===== src/rtl/craps_ctrl.sv =====
// craps_ctrl: two-die craps game sequencer.
// Free-running die counters are sampled on a roll-button rise and scored
// under come-out/point rules. The captured dice and a one-cycle refresh
// strobe are driven to the seven-segment display stage.
// Optional build macro CRAPS_ROLL_ANIM_EN: the dice animate while the button
// is held, and capture/scoring move to the button release.
module craps_ctrl #(
  parameter int ROLL_CNT_W = 8
) (
  input  logic                  clock,
  input  logic                  reset,
  input  logic                  roll,
  input  logic                  new_game,
  output logic [3:0]            dice1,
  output logic [3:0]            dice2,
  output logic                  disp_en,
  output logic [3:0]            point,
  output logic                  win,
  output logic                  lose,
  output logic [ROLL_CNT_W-1:0] rolls
);

  typedef enum logic [1:0] {COMEOUT, POINT, WIN, LOSE} state_t;

  state_t                  state, state_nxt;
  logic [2:0]              c1, c2;
  logic                    roll_q;
  logic                    roll_rise;
  logic [3:0]              sum;
  logic                    playable;
  logic                    capture;
  logic [3:0]              dice1_nxt, dice2_nxt, point_nxt;
  logic [ROLL_CNT_W-1:0]   rolls_nxt;
  logic                    disp_en_nxt;

  // Saturating increment for the roll counter: holds at all-ones.
  function automatic logic [ROLL_CNT_W-1:0] sat_inc(input logic [ROLL_CNT_W-1:0] v);
    return (&v) ? v : v + 1'b1;
  endfunction

  assign sum       = {1'b0, c1} + {1'b0, c2};
  assign playable  = (state == COMEOUT) || (state == POINT);
  assign roll_rise = roll & ~roll_q;

`ifdef CRAPS_ROLL_ANIM_EN
  logic roll_fall;
  logic animate;
  logic pend_q, pend_nxt;

  assign roll_fall = ~roll & roll_q;
  // A press only counts if it started while the game was playable and was
  // not cancelled by new_game; pend_q remembers that across the hold.
  assign animate   = playable & ~new_game & roll & (roll_rise | pend_q);
  assign capture   = playable & ~new_game & roll_fall & pend_q;

  // Pending-press tracker: armed by an accepted press, dropped on release or new game.
  always_comb begin
    pend_nxt = pend_q;
    if (new_game)       pend_nxt = 1'b0;
    else if (animate)   pend_nxt = 1'b1;
    else if (roll_fall) pend_nxt = 1'b0;
  end

  // Pending-press register.
  always_ff @(posedge clock or posedge reset) begin
    if (reset) pend_q <= 1'b0;
    else       pend_q <= pend_nxt;
  end
`else
  assign capture = playable & ~new_game & roll_rise;
`endif

  // Die counters: c1 steps every clock, c2 steps when c1 wraps 6 -> 1.
  always_ff @(posedge clock or posedge reset) begin
    if (reset) begin
      c1 <= 3'd1;
      c2 <= 3'd1;
    end else if (c1 == 3'd6) begin
      c1 <= 3'd1;
      c2 <= (c2 == 3'd6) ? 3'd1 : c2 + 3'd1;
    end else begin
      c1 <= c1 + 3'd1;
    end
  end

  // Next-state and output decode; new_game overrides any roll on the same edge.
  always_comb begin
    state_nxt   = state;
    point_nxt   = point;
    rolls_nxt   = rolls;
    dice1_nxt   = dice1;
    dice2_nxt   = dice2;
    disp_en_nxt = capture;
`ifdef CRAPS_ROLL_ANIM_EN
    disp_en_nxt = capture | animate;
`endif
    if (new_game) begin
      state_nxt = COMEOUT;
      point_nxt = 4'd0;
      rolls_nxt = '0;
    end else if (capture) begin
      dice1_nxt = {1'b0, c1};
      dice2_nxt = {1'b0, c2};
      rolls_nxt = sat_inc(rolls);
      case (state)
        COMEOUT: begin
          if (sum == 4'd7 || sum == 4'd11)                      state_nxt = WIN;
          else if (sum == 4'd2 || sum == 4'd3 || sum == 4'd12)  state_nxt = LOSE;
          else begin
            point_nxt = sum;
            state_nxt = POINT;
          end
        end
        POINT: begin
          if (sum == point)      state_nxt = WIN;
          else if (sum == 4'd7)  state_nxt = LOSE;
        end
        default: state_nxt = state;
      endcase
    end
`ifdef CRAPS_ROLL_ANIM_EN
    else if (animate) begin
      dice1_nxt = {1'b0, c1};
      dice2_nxt = {1'b0, c2};
    end
`endif
  end

  // State, button history and registered outputs.
  always_ff @(posedge clock or posedge reset) begin
    if (reset) begin
      state   <= COMEOUT;
      roll_q  <= 1'b0;
      dice1   <= 4'd0;
      dice2   <= 4'd0;
      point   <= 4'd0;
      rolls   <= '0;
      disp_en <= 1'b0;
      win     <= 1'b0;
      lose    <= 1'b0;
    end else begin
      state   <= state_nxt;
      roll_q  <= roll;
      dice1   <= dice1_nxt;
      dice2   <= dice2_nxt;
      point   <= point_nxt;
      rolls   <= rolls_nxt;
      disp_en <= disp_en_nxt;
      win     <= (state_nxt == WIN);
      lose    <= (state_nxt == LOSE);
    end
  end

endmodule


===== config.mk =====
export PLATFORM = sky130hd
export DESIGN_NAME = craps_ctrl
export DESIGN_NICKNAME = d
export VERILOG_FILES = /design/src/rtl/craps_ctrl.sv
export SDC_FILE = /design/constraint.sdc
export NUM_CORES = 1
export LEC_CHECK = 0
export CAP_MARGIN = 40
export CORE_AREA = 2 2 80 82
export CTS_BUF_LIST = sky130_fd_sc_hd__clkbuf_4 sky130_fd_sc_hd__clkbuf_8 sky130_fd_sc_hd__clkbuf_16
export DETAILED_ROUTE_END_ITERATION = 8
export DIE_AREA = 0 0 82 84
export MAX_ROUTING_LAYER = met4
export RECOVER_POWER = 25
export REMOVE_ABC_BUFFERS = 1
export SLEW_MARGIN = 10
export SYNTH_ARGS = -nofsm -noshare
export SYNTH_HDL_FRONTEND = slang
export SYNTH_SLANG_ARGS = --single-unit

===== constraint.sdc =====
create_clock -name clock -period 5.2 [get_ports clock]
set_clock_uncertainty 0.1 [all_clocks]
set_input_delay 1.04 -clock clock [delete_from_list [all_inputs] [get_ports clock]]
set_output_delay 1.04 -clock clock [all_outputs]
set_load 0.01 [all_outputs]

==> metrics.yaml, run 1 <==
status:
  status: "finished with violations"
  violations: "max-capacitance violations, max-slew violations"
global_route:
  grt_pass1_wl_um: 4747
  grt_util_all_layers_pct: 9.331
  grt_overflow: 0
  grt_pass1_vias: 1035
  grt_antenna_before_repair: 0
  grt_max_degree: 31
pwr:
  leakage_nw: 0.7823
  pwr-share-seq_pct: 46.8
  ir_drop_mv: 0.1277
  power_frac_clock_pct: 43.4
  power.total_mw: 0.5394
  switching_share_pct: 20.55
  power_switching_mw: 0.1108
  p_int_mw: 0.4285
  comb_power_share_pct: 9.8
  cellPowerDensity_nw_per_um2: 282.9
die:
  initial_core_util_pct: 24.26
  core-area_um2: 6096
  die-area_um2: 6888
  num_rows: 29
  io_pins: 27
  fp.dieW_um: 82
  fp.dieH_um: 84
sta:
  finalCritPeriodShare_pct: 55.24
  whs_ns: 0.4092
  tightestPinTransition_ns: 1.567
  hold_viol: 0
  finalCriticalPeriod_ns: 2.872
  setup_violations: 0
  fmax_mhz: 348.2
  maxSlewViolCount: 31
  fin_tns_setup_ns: 0
  timing.final.ws_setup_ns: 2.328
  relSlewSlack_pct: -4.474
  rsz0062_at_grt: "false"
critical_path:
  crit_type: "primary input to flop"
  cpPeakStageDelay_ns: 0.63
  worst_setup_path_end_kind: "flop"
  cp.depth: 7
  cp.arrival_ns: 2.92
  critPathMostFrequentCell: "nor2_1"
  slowest_stage: "clkdlybuf4s50_1"
  path_delay_family: "simple AND/OR/NAND/NOR gates"
  path_max_fanout: 12
  critPathLaunchType: "primary input"
  crit_required_ns: 5.24
  timing.reg2reg.setup_slack_ns: 2.52
  path_cells: "clkdlybuf4s50_1, nor4b_2, o21ai_1, or2_2, nor2_1, xnor2_1, nor2_1"
  reg2reg_depth: 6
  cp_num_buf_inv: 1
clock_tree:
  cts_tree: "yes"
  cts_root_buf: "clkbuf_8"
  postCtsSetupRepairBufs: 0
  clk_pin_slew_worst_paths_ns: 0.06
  hold_buffers: 0
  cts.repair.resized: 0
  h-tree-depth: 2
  cts_made_buffers: 5
  clock_path_buffers: 2
  clock-sinks: 30
  worst_skew_pair.late_latency_ns: 0.28
detailed_routing:
  vias_per_cell: 4.419
  wl_um: 2780
  ant_nets: 0
  vias: 1043
  first_iter_violations: 71
  remaining_drc_errors: 0
  dr.pass1.iters: 4
  routedWlPerCell_um: 11.78
final_layout:
  final_layout_size_suffix_gt1_share_pct: 15.72
  fillers: 638
  multi_input_area_um2: 665.6
  diodes: 0
  syn_to_final_growth_pct: 28.93
  regArea_um2: 753.2
  final_util_pct: 31.28
  layout.nets: 167
synth:
  yosys.area_share.xor_xnor_pct: 7.699
  synthMostInstantiatedCell: "dfrtp_1"
  yosysSeqAreaShare_pct: 50.93
  synth-main-ff-cell: "dfrtp_1"
  synthArstFlopShare_pct: 100.0
  syn_inst: 130
  synth.area.mux_share_pct: 5.922
  synth.avg_cell_area_um2: 11.38
  ys_types: 40
  synth.top_cell.area_share_pct: 47.38
  yosysWarnings: 0
  ys_ff_latch: 30
  syn-cell-area_um2: 1479
  synthSimpleGateAreaFrac_pct: 14.64
  synth_top_family_by_area: "simple AND/OR/NAND/NOR gates"
  synth_adder_area_share_pct: 5.499
  synth_edf_count: 0
  synth_top_area_cell: "dfrtp_1"
  yosys-top-cells-count: "dfrtp_1 (28), nor2_1 (13), inv_1 (7), nand2_1 (7), xnor2_1 (7)"
  synth_compound_area_share_pct: 10.74
  synthTopCellsByArea: "dfrtp_1 (47%), mux2_2 (4.6%), xnor2_1 (4.1%)"
hold_path:
  min_path_cells: 1
  hold_path.class: "flop to flop"
placement:
  port_buffers: 24
  pre_cts_slack_ns: 2.021
  dp_hpwl_um: 2027
  gp_congestion: 0.7907
run:
  maxCapViolCount: 1
==> routing by layer <==
metal	share of wire (%)	vias to the layer above	global-route usage, %	wire (um)
met1	47	512	12.01	1319
met3	6.4	4	3.571	179
met4	1.0	0	3.636	29
li1	-	502	-	-
met2	45	25	13.16	1251
met5	0	-	-	0
==> flip-flops by register name (all words and copies together) (netlist names) <==
register	flops
c1	3
c2	3
dice1	3
dice2	3
disp_en	1
lose	1
point	4
roll_q	1
rolls	8
state	2
win	1
==> path summary, 6_finish.rpt <==
check,start,to
max in group asynchronous,reset,roll_q
max reg2reg,c2[0],win
max,new_game,rolls[5]
min in group asynchronous,reset,dice2[0]
min,dice2[1],dice2[1]
min reg2reg,dice2[1],dice2[1]
==> cells by family after synthesis <==
kind of cell	after synthesis
and+or+nand+nor	41
DFF	30
AOI/OAI and AO/OA	18
xor gates and xnor gates	13
buffers and inverters	13
muxes	8
adders and majority gates	6
other	1
==> per-stage QoR <==
stage          instances  cell area, um^2
2_1_floorplan        125             1445
3_3_place_gp         228             1797
3_5_place_dp         228             1797
4_1_cts              236             1911
5_1_grt              236             1907
6_report             236             1907
==> placed cells by master (no fill, tap or decap), types with 2 or more instances in the layout <==
cell | netlist | routed
dlygate4sd3_1 | 0 | 2
a21oi_1 | 2 | 2
and3_1 | 3 | 3
a31o_1 | 4 | 4
nor3_1 | 3 | 3
a31oi_1 | 3 | 3
o21ai_0 | 3 | 3
clkbuf_8 | 0 | 5
nand3_1 | 4 | 4
xnor2_1 | 7 | 7
nor2_1 | 13 | 13
inv_1 | 7 | 7
mux2_2 | 6 | 6
dfrtp_1 | 28 | 28
clkdlybuf4s50_1 | 0 | 22
ha_1 | 4 | 4
clkbuf_4 | 0 | 2
conb_1 | 1 | 2
mux2i_1 | 2 | 2
nand2_1 | 7 | 7
xor2_1 | 6 | 6
==> final cells by class <==
cell class	instances	area share, %
flip-flops and latches	30	39.50
well taps	77	5.052
multi-input cells	88	34.91
clock buffers	7	4.396
clock inverters	1	1.575
repair buffers	26	13.19
inverters	7	1.378
==> power by group through the flow <==
| stage | registers (mW) | clock network (mW) | logic, mW |
|---|---|---|---|
| 4_1_cts | 0.253 | 0.243 | 0.0550 |
| 2_1_floorplan | 0.261 | 0 | 0.0190 |
| 6_report | 0.252 | 0.234 | 0.0528 |
| 3_3_place_gp | 0.257 | 0 | 0.0543 |
| 3_5_place_dp | 0.257 | 0 | 0.0548 |
| 5_1_grt | 0.254 | 0.258 | 0.0569 |
(Power assumes the default switching activity.)
==> inputs of run 2 (changes only) <==
clock period = 2.85 ns   (was 5.2 ns; I/O delays follow)
==> metrics.yaml, run 2 (synthesis results as in run 1) <==
status:
  status: "finished with violations"
  violations: "max-capacitance violations, max-slew violations"
final_layout:
  fillers: 662  # +3.8%
  largestRegisters: "rolls (8), point (4)"
  layout_common_cells: "dfrtp_1 (28), clkdlybuf4s50_1 (22), nor2_1 (13)"
  final_common_cell: "dfrtp_1"
  regArea_um2: 753.2  # unchanged
  largest_register: "rolls"
  final_util_pct: 31.20  # -0.082 points
  largest_reg_flops: 8  # unchanged
  fin_area_um2: 1902  # -0.26%
  multi_input_area_um2: 671.9  # +0.94%
  final_layout_size_suffix_gt1_share_pct: 16.88  # +1.2 points
  syn_to_final_growth_pct: 28.60
  layout.nets: 168  # +0.60%
  diodes: 0  # unchanged
sta:
  timing.final.ws_setup_ns: 0.1789  # -2.149 ns
  hold_viol: 0  # unchanged
  fmax_mhz: 374.4
  setup_violations: 0  # unchanged
  tightestPinTransition_ns: 1.580  # +0.01281 ns
  maxSlewViolCount: 31  # unchanged
  relSlewSlack_pct: -5.328  # -0.85 points
  finalCriticalPeriod_ns: 2.671
  finalCritPeriodShare_pct: 93.72
  rsz0062_at_grt: "false"
  fin_tns_setup_ns: 0  # unchanged
clock_tree:
  cts_tree: "yes"
  hold_buffers: 0  # unchanged
  cts_made_buffers: 5  # unchanged
  h-tree-depth: 2  # unchanged
  clock-sinks: 30  # unchanged
  clk_pin_slew_worst_paths_ns: 0.06  # about the same
  worst_skew_pair.late_latency_ns: 0.28  # about the same
  postCtsSetupRepairBufs: 0  # unchanged
  clock_path_buffers: 2  # unchanged
  cts.repair.resized: 0  # unchanged
  cts_root_buf: "clkbuf_8"
global_route:
  grt_max_degree: 31  # unchanged
  grt_util_all_layers_pct: 9.570  # +0.24 points
  grt_overflow: 0  # unchanged
  grt_pass1_vias: 1015  # -1.9%
  grt_pass1_wl_um: 4850  # +2.2%
  grt_antenna_before_repair: 0  # unchanged
pwr:
  ir_drop_mv: 0.2356  # +84%
  switching_share_pct: 23.21  # +2.7 points
  p_int_mw: 0.7065  # +65%
  power_frac_clock_pct: 39.2  # -4.2 points
  power_switching_mw: 0.2136  # +93%
  leakage_nw: 0.7795  # -0.35%
  cellPowerDensity_nw_per_um2: 483.8  # +71%
  comb_power_share_pct: 10.7  # +0.9 points
  pwr-share-seq_pct: 50.0  # +3.2 points
critical_path:
  worst_setup_path_end_kind: "flop"
  path_cells: "ha_1, fa_1, xnor2_1, maj3_2, a2111oi_4, nand2_2, a31o_1"
  cp.arrival_ns: 2.74  # -0.18 ns
  path_max_fanout: 6  # -6
  critPathLaunchType: "flop"
  crit_type: "flop to flop"
  slowest_stage: "a2111oi_4"
  timing.reg2reg.setup_slack_ns: 0.18  # -2.34 ns
  crit_required_ns: 2.92  # -2.32 ns
  cpPeakStageDelay_ns: 0.42  # -0.21 ns
die:
  die-area_um2: 6888  # unchanged
  initial_core_util_pct: 24.26  # unchanged
  fp.dieH_um: 84  # unchanged
  core-area_um2: 6096  # unchanged
  io_pins: 27  # unchanged
  num_rows: 29  # unchanged
  fp.dieW_um: 82  # unchanged
detailed_routing:
  wl_um: 2817  # +1.3%
  routedWlPerCell_um: 11.89  # +0.90%
  ant_nets: 0  # unchanged
  first_iter_violations: 93  # +31%
  dr.pass1.iters: 4  # unchanged
  vias: 1034  # -0.86%
  vias_per_cell: 4.363  # -1.3%
  remaining_drc_errors: 0  # unchanged
placement:
  place_area_um2: 1804  # +0.42%
  gp_congestion: 0.7600  # -3.9%
  pre_cts_slack_ns: 0.2160  # -1.805 ns
  port_buffers: 24  # unchanged
  dp_hpwl_um: 2001  # -1.3%
run:
  maxCapViolCount: 1  # unchanged
hold_path:
  hold_path.class: "flop to flop"
-- run 2: cell types whose count changed in the layout (fill, tap and decap cells not counted), sizes merged --
| cell | before | now |
|---|---|---|
| buf | 1 | 2 |
| bufinv | 1 | 0 |
| clkinv | 0 | 1 |
-- run 2: final cells by class --
type                    count  area share, %
clock inverters             1         0.2632
repair buffers             27          13.62
inverters                   7          1.382
clock buffers               7          4.737
flip-flops and latches     30          39.61
well taps                  77          5.066
multi-input cells          88          35.33
-- run 2: critical path, delay by kind of cell, from the launching register on --
| family | cells | cell delay (ns) |
|---|---|---|
| and+or+nand+nor | 1 | 0.14 |
| xor gates and xnor gates | 1 | 0.25 |
| adders and majority gates | 3 | 1.01 |
| DFF | 1 | 0.40 |
| AOI/OAI and AO/OA | 2 | 0.66 |
-- run 2: worst paths after layout --
path / endpoint / startpoint / cells after the start
worst max register to register: point[3] / c1[0] / 7
max in group asynchronous: point[0] / reset / 3
worst min register to register: dice1[1] / dice1[1] / 1
worst min-delay path: dice1[1] / dice1[1] / 1
min in group asynchronous: rolls[4] / reset / 3
worst max-delay path: point[3] / c1[0] / 7
-- run 2: layer usage --
layer / wire length (um) / up-vias / GRT usage [%]
li1: - / 510 / -
met5: 0 / - / -
met1: 1323 / 495 / 12.38
met4: 72 / 0 / 5.455
met2: 1299 / 22 / 13.08
met3: 122 / 7 / 2.922
-- run 2: power groups by stage --
stage,Clock [mW],Sequential (mW),Combinational [mW]
finish,0.361,0.460,0.0988
global route,0.392,0.464,0.107
global placement,0,0.469,0.102
floorplan,0,0.477,0.0346
detailed placement,0,0.469,0.103
CTS,0.376,0.461,0.103
-- run 2: per-stage QoR --
stage	total power [mW]	instances	hold slack (ns)
floorplan	0.5113	125	0.3733
global placement	0.5702	229	0.3937
detailed placement	0.5712	229	0.3983
CTS	0.9401	237	0.4154
global route	0.9637	237	0.4258
finish	0.9202	237	0.4097
